**src/rtl/bp_update_queue.sv**
```systemverilog
// -----------------------------------------------------------------------------
// bp_update_queue
//   Buffers resolved conditional-branch outcomes from the EX-stage branch unit
//   and drains them, one per cycle, into the PHT write port. Also flags
//   mispredictions for the fetch-redirect logic and keeps saturating counts of
//   accepted branches and accepted mispredicted branches.
//
// Ports
//   clk            system clock, all state updates on posedge
//   rst            asynchronous active-low reset
//   in_valid       EX presents a resolved branch
//   in_pc          PC of the resolved branch
//   in_taken       actual outcome (1 = taken)
//   in_pred_taken  prediction made at fetch for this branch
//   in_ready       queue can accept (= !full, combinational from count)
//   clr            synchronous queue flush, counters unaffected
//   upd_hold       suppress draining this cycle
//   upd_we         PHT write enable, one-cycle pulse per drained entry
//   upd_pc         PHT PC_actual
//   upd_taken      PHT is_taken_actual
//   mispredict     registered pulse per accepted mispredicted branch
//   count          entries held
//   full / empty   count == DEPTH / count == 0
//   branch_cnt     accepted branches, saturating
//   mispred_cnt    accepted mispredicted branches, saturating
// -----------------------------------------------------------------------------
module bp_update_queue #(
    parameter int DEPTH = 4,
    parameter int PC_W  = 16,
    parameter int CNT_W = 16
) (
    input  logic                       clk,
    input  logic                       rst,
    input  logic                       in_valid,
    input  logic [PC_W-1:0]            in_pc,
    input  logic                       in_taken,
    input  logic                       in_pred_taken,
    output logic                       in_ready,
    input  logic                       clr,
    input  logic                       upd_hold,
    output logic                       upd_we,
    output logic [PC_W-1:0]            upd_pc,
    output logic                       upd_taken,
    output logic                       mispredict,
    output logic [$clog2(DEPTH):0]     count,
    output logic                       full,
    output logic                       empty,
    output logic [CNT_W-1:0]           branch_cnt,
    output logic [CNT_W-1:0]           mispred_cnt
);

    localparam int PTR_W = $clog2(DEPTH);
    localparam int CQ_W  = PTR_W + 1;
    localparam logic [CQ_W-1:0]  DEPTH_C = CQ_W'(DEPTH);
    localparam logic [CNT_W-1:0] CNT_MAX = {CNT_W{1'b1}};

    // Each entry stores {pc, taken}
    logic [PC_W:0]      mem_q [DEPTH];

    logic [PTR_W-1:0]   head_q, head_d;
    logic [PTR_W-1:0]   tail_q, tail_d;
    logic [CQ_W-1:0]    count_q, count_d;
    logic               upd_we_q, upd_we_d;
    logic [PC_W-1:0]    upd_pc_q, upd_pc_d;
    logic               upd_taken_q, upd_taken_d;
    logic               mispredict_q, mispredict_d;
    logic [CNT_W-1:0]   branch_cnt_q, branch_cnt_d;
    logic [CNT_W-1:0]   mispred_cnt_q, mispred_cnt_d;

    logic               full_s;
    logic               empty_s;
    logic               push_s;
    logic               pop_s;
    logic               miss_s;

    // Status flags come from the occupancy count, never from pointer compare
    assign full_s  = (count_q == DEPTH_C);
    assign empty_s = (count_q == {CQ_W{1'b0}});
    // Full blocks a push even when a pop happens on the same edge
    assign push_s  = in_valid & ~full_s & ~clr;
    assign pop_s   = ~empty_s & ~upd_hold & ~clr;
    assign miss_s  = push_s & (in_taken ^ in_pred_taken);

    // Entry storage; contents are don't-care until written, so no reset
    always_ff @(posedge clk) begin
        if (push_s) begin
            mem_q[tail_q] <= {in_pc, in_taken};
        end
    end

    // Next-state for pointers, occupancy, drain port, mispredict and counters
    always_comb begin
        head_d        = head_q;
        tail_d        = tail_q;
        count_d       = count_q;
        upd_we_d      = 1'b0;
        upd_pc_d      = upd_pc_q;
        upd_taken_d   = upd_taken_q;
        mispredict_d  = miss_s;
        branch_cnt_d  = branch_cnt_q;
        mispred_cnt_d = mispred_cnt_q;

        if (clr) begin
            head_d  = {PTR_W{1'b0}};
            tail_d  = {PTR_W{1'b0}};
            count_d = {CQ_W{1'b0}};
        end else begin
            // Power-of-two depth: pointer increment wraps DEPTH-1 -> 0 naturally
            if (push_s) begin
                tail_d = tail_q + PTR_W'(1);
            end else begin
                tail_d = tail_q;
            end

            if (pop_s) begin
                head_d      = head_q + PTR_W'(1);
                upd_we_d    = 1'b1;
                upd_pc_d    = mem_q[head_q][PC_W:1];
                upd_taken_d = mem_q[head_q][0];
            end else begin
                head_d      = head_q;
                upd_we_d    = 1'b0;
            end

            case ({push_s, pop_s})
                2'b10:   count_d = count_q + CQ_W'(1);
                2'b01:   count_d = count_q - CQ_W'(1);
                default: count_d = count_q;
            endcase
        end

        if (push_s && (branch_cnt_q != CNT_MAX)) begin
            branch_cnt_d = branch_cnt_q + CNT_W'(1);
        end else begin
            branch_cnt_d = branch_cnt_q;
        end

        if (miss_s && (mispred_cnt_q != CNT_MAX)) begin
            mispred_cnt_d = mispred_cnt_q + CNT_W'(1);
        end else begin
            mispred_cnt_d = mispred_cnt_q;
        end
    end

    // State registers with asynchronous active-low reset
    always_ff @(posedge clk or negedge rst) begin
        if (!rst) begin
            head_q        <= {PTR_W{1'b0}};
            tail_q        <= {PTR_W{1'b0}};
            count_q       <= {CQ_W{1'b0}};
            upd_we_q      <= 1'b0;
            upd_pc_q      <= {PC_W{1'b0}};
            upd_taken_q   <= 1'b0;
            mispredict_q  <= 1'b0;
            branch_cnt_q  <= {CNT_W{1'b0}};
            mispred_cnt_q <= {CNT_W{1'b0}};
        end else begin
            head_q        <= head_d;
            tail_q        <= tail_d;
            count_q       <= count_d;
            upd_we_q      <= upd_we_d;
            upd_pc_q      <= upd_pc_d;
            upd_taken_q   <= upd_taken_d;
            mispredict_q  <= mispredict_d;
            branch_cnt_q  <= branch_cnt_d;
            mispred_cnt_q <= mispred_cnt_d;
        end
    end

    assign in_ready    = ~full_s;
    assign full        = full_s;
    assign empty       = empty_s;
    assign count       = count_q;
    assign upd_we      = upd_we_q;
    assign upd_pc      = upd_pc_q;
    assign upd_taken   = upd_taken_q;
    assign mispredict  = mispredict_q;
    assign branch_cnt  = branch_cnt_q;
    assign mispred_cnt = mispred_cnt_q;

endmodule

```
**config.mk**
```make
export PLATFORM = sky130hd
export DESIGN_NAME = bp_update_queue
export DESIGN_NICKNAME = d
export VERILOG_FILES = /design/src/rtl/bp_update_queue.sv
export SDC_FILE = /design/constraint.sdc
export NUM_CORES = 1
export LEC_CHECK = 0
export ABC_CLOCK_PERIOD_IN_PS = 2050
export CAP_MARGIN = 0
export CORE_ASPECT_RATIO = 1.1
export CORE_MARGIN = 2
export CORE_UTILIZATION = 48
export CTS_BUF_LIST = sky130_fd_sc_hd__clkbuf_16
export CTS_CLUSTER_SIZE = 30
export DETAILED_ROUTE_END_ITERATION = 12
export PLACE_DENSITY = 0.75
export SYNTH_ARGS = -nofsm -noshare
export SYNTH_HDL_FRONTEND = slang
export SYNTH_SLANG_ARGS = --single-unit
```
**constraint.sdc**
```tcl
create_clock -name clk -period 2.05 [get_ports clk]
set_input_delay 0.3075 -clock clk [delete_from_list [all_inputs] [get_ports clk]]
set_output_delay 0.3075 -clock clk [all_outputs]
set_load 0.1 [all_outputs]
```
==> impl_metrics.toml <==
[floorplanning]
rows = 39
core_um2 = 10500
chipWidth_um = 103
ios = 80
dieArea_um2 = 11700
start_util = 0.497
die_height_um = 113

[power]
peakVddDrop_v = 0.00105
total_power_mw = 9.64
powerDensity_nw_per_um2 = 1380
p_leak_nw = 2.74

[timing]
period_share = 0.974
slew_headroom = 0.666
tns_ns = 0
slew_violations = 0
finalSetupViolations = 0
finalHoldViolCount = 0
finClkSkew_ns = 0.00783
period_minus_slack_ns = 2.00
max_freq_mhz = 501
tightest_slew_ns = 0.501

[synth]
synth_top_area_frac = 0.392
synthCells = 331
synthMuxAreaShare = 0.119
synth.distinct_cells = 41
yosys.area_share.adder = 0.0182
syn_nets = 361
synth_top_family_by_area = "multiplexers"
synth_area_leaders = "edfxtp_1 39%, dfrtp_1 28%, mux4_2 7.3%, mux2_2 4.3%, xnor2_1 3.4%"
synth_compound_area_frac = 0.0178
ys_seq_area_frac = 0.670
syn_area_um2 = 5210
syn_avg_cell_area_um2 = 15.7
synth-simple-area-share = 0.101
synth-xor-area-share = 0.0571
ys_seq_elements = 126
yosys_warnings = 0
synth_top_cell_by_area = "edfxtp_1"

[global_route]
antenna_found_initial = 0
grt_use_total = 0.184
grt_pass1_vias = 3259
grt_max_degree = 41
grt_pass1_wl_mm = 16.1
grt-ovfl-total = 0

[worst_setup_path]
crit_path_start_kind = "register"
crit_fanout = 3
crit_arrival_ns = 1.69
critical_path_class = "register to output pin"
reg2reg_depth = 9
endpoint_kind = "output pin"
required_ns = 1.74
crit_slowest_cell = "dfrtp_4"
worstPathCellList = "or3b_4 -> buf_4 -> clkinvlp_4 -> buf_12"
cpPeakStageDelay_ns = 0.49

[route]
wl_met3_um = 584
met2_length_mm = 5.20
drt_pass1_iterations = 4
top_layer_used = "met4"
vias = 3151
m1WireLength_mm = 4.32
drt-vias-per-instance = 5.23
drc = 0
drt_iter0_markers = 127
wl_per_cell_um = 17.0
wl_mm = 10.2
drtAntennaViolNets = 0

[clocking]
clkLatencyLatePin_ns = 0.40
clk_path_buf_depth = 2
path_clk_slew_ns = 0.06
clkSinkCount = 126
cts_made_buffers = 17
cts_tree = "done"
clockRootBuffer = "clkbuf_16"
htree_levels = 4

[place]
place_inst = 566
placed_cell_area_um2 = 6320
portBuffers = 79
dp_hpwl_mm = 6.95
gp_congestion = 0.827

[outcome]
status = "complete, no violations"

[finish]
fin_nets = 476
diodes = 0
fin_cells = 602
post_route_cells_drive_above_1_share = 0.449
layout_common_cells = "80 x buf_4, 68 x edfxtp_1, 30 x dfrtp_2"
final_common_cell = "buf_4"
syn_to_final_growth_pct = 33.7
fin_area_um2 = 6970
fin_util = 0.664

[job]
maxCapViolCount = 0

[worst_hold_path]
worstHoldPathType = "input port to asynchronous set/reset pin"
[flip-flops by register name (all words and copies together) (netlist names), 2 cells and up]
name,count
mispred_cnt,16
count,3
upd_pc,16
head_q,2
branch_cnt,16
mem_q,68
tail_q,2
[cells by family (layout without fill, tap and decap cells)]
family,after synthesis,after routing
AND/OR/NAND/NOR,92,92
adder cells (fa/ha/maj),7,7
XOR/XNOR,34,34
flip-flops,126,126
multiplexers,38,38
AO/OA/AOI/OAI,15,15
buffers and inverters,19,147
[through the flow]
step / setup WS (ns) / hold WS [ns]
4_1_cts: 0.0254 / 0.423
3_5_place_dp: -0.110 / 0.307
6_report: 0.0530 / 0.416
5_1_grt: -0.00439 / 0.451
2_1_floorplan: -0.928 / 0.0119
3_3_place_gp: -0.0304 / 0.301
[critical path, delay by kind of cell, from the launching register on]
family        cells  cell delay (ns)
buf+inv           3             0.40
flops             1             0.49
simple gates      1             0.40
[worst paths after layout]
path | slack, ns | end | startpoint
max | 0.05 | full | count[0]
min | 0.42 | branch_cnt[12] | rst
max reg2reg | 0.10 | count[2] | count[2]
min reg2reg | 0.49 | mispred_cnt[15] | mispred_cnt[15]
max in group asynchronous | 1.03 | count[0] | rst
min in group clk | 0.49 | mispred_cnt[15] | mispred_cnt[15]
[cell usage after synthesis (all sizes together)]
cell    count
o21ai       1
nor4        5
mux2       21
buf         8
a32oi       1
nand4       9
ha          6
nor3b       1
nor4b       1
a41oi       1
a21boi      1
and3       10
inv         5
and4        3
and2b       1
nor2       15
a22oi       1
a31oi       2
or3         1
or4         1
or3b        1
nand2b      2
nand3      18
nor3        6
fa          1
mux4       17
edfxtp     68
xnor2      20
clkbuf      6
a21oi       7
dfrtp      58
o21a        1
xor2       14
nand2      18
[power by group]
group / switching [mW] / internal, mW / total [mW]
logic: 2.58 / 0.831 / 3.42
registers: 0.274 / 3.04 / 3.31
clock network: 1.12 / 1.80 / 2.92
total: 3.97 / 5.67 / 9.64
[layout make-up]
| type | count | area [um2] |
|---|---|---|
| tap | 143 | 179 |
| fill | 732 | 3520 |
| timing repair buffer | 110 | 957 |
| multi-input combinational | 186 | 1680 |
| inverter | 5 | 22.5 |
| sequential | 126 | 3540 |
| clock inverter | 15 | 160 |
| clock buffer | 17 | 425 |
[timing repair]
action	4_1_cts	5_1_grt
gates resized for setup	1	5
hold buffers	1	0
cloned	0	0
setup buffers	3	0
setup endpoints to repair	3	3
pin swaps	1	5
hold endpoints to repair	18	0
[layer usage]
metal  vias to the layer above  track usage
li1                       1471            -
met1                      1573        0.240
met2                        98        0.298
met3                         9       0.0482
met4                         0       0.0684
met5                         -            0
No activity file was read; power rests on OpenSTA's default activity.
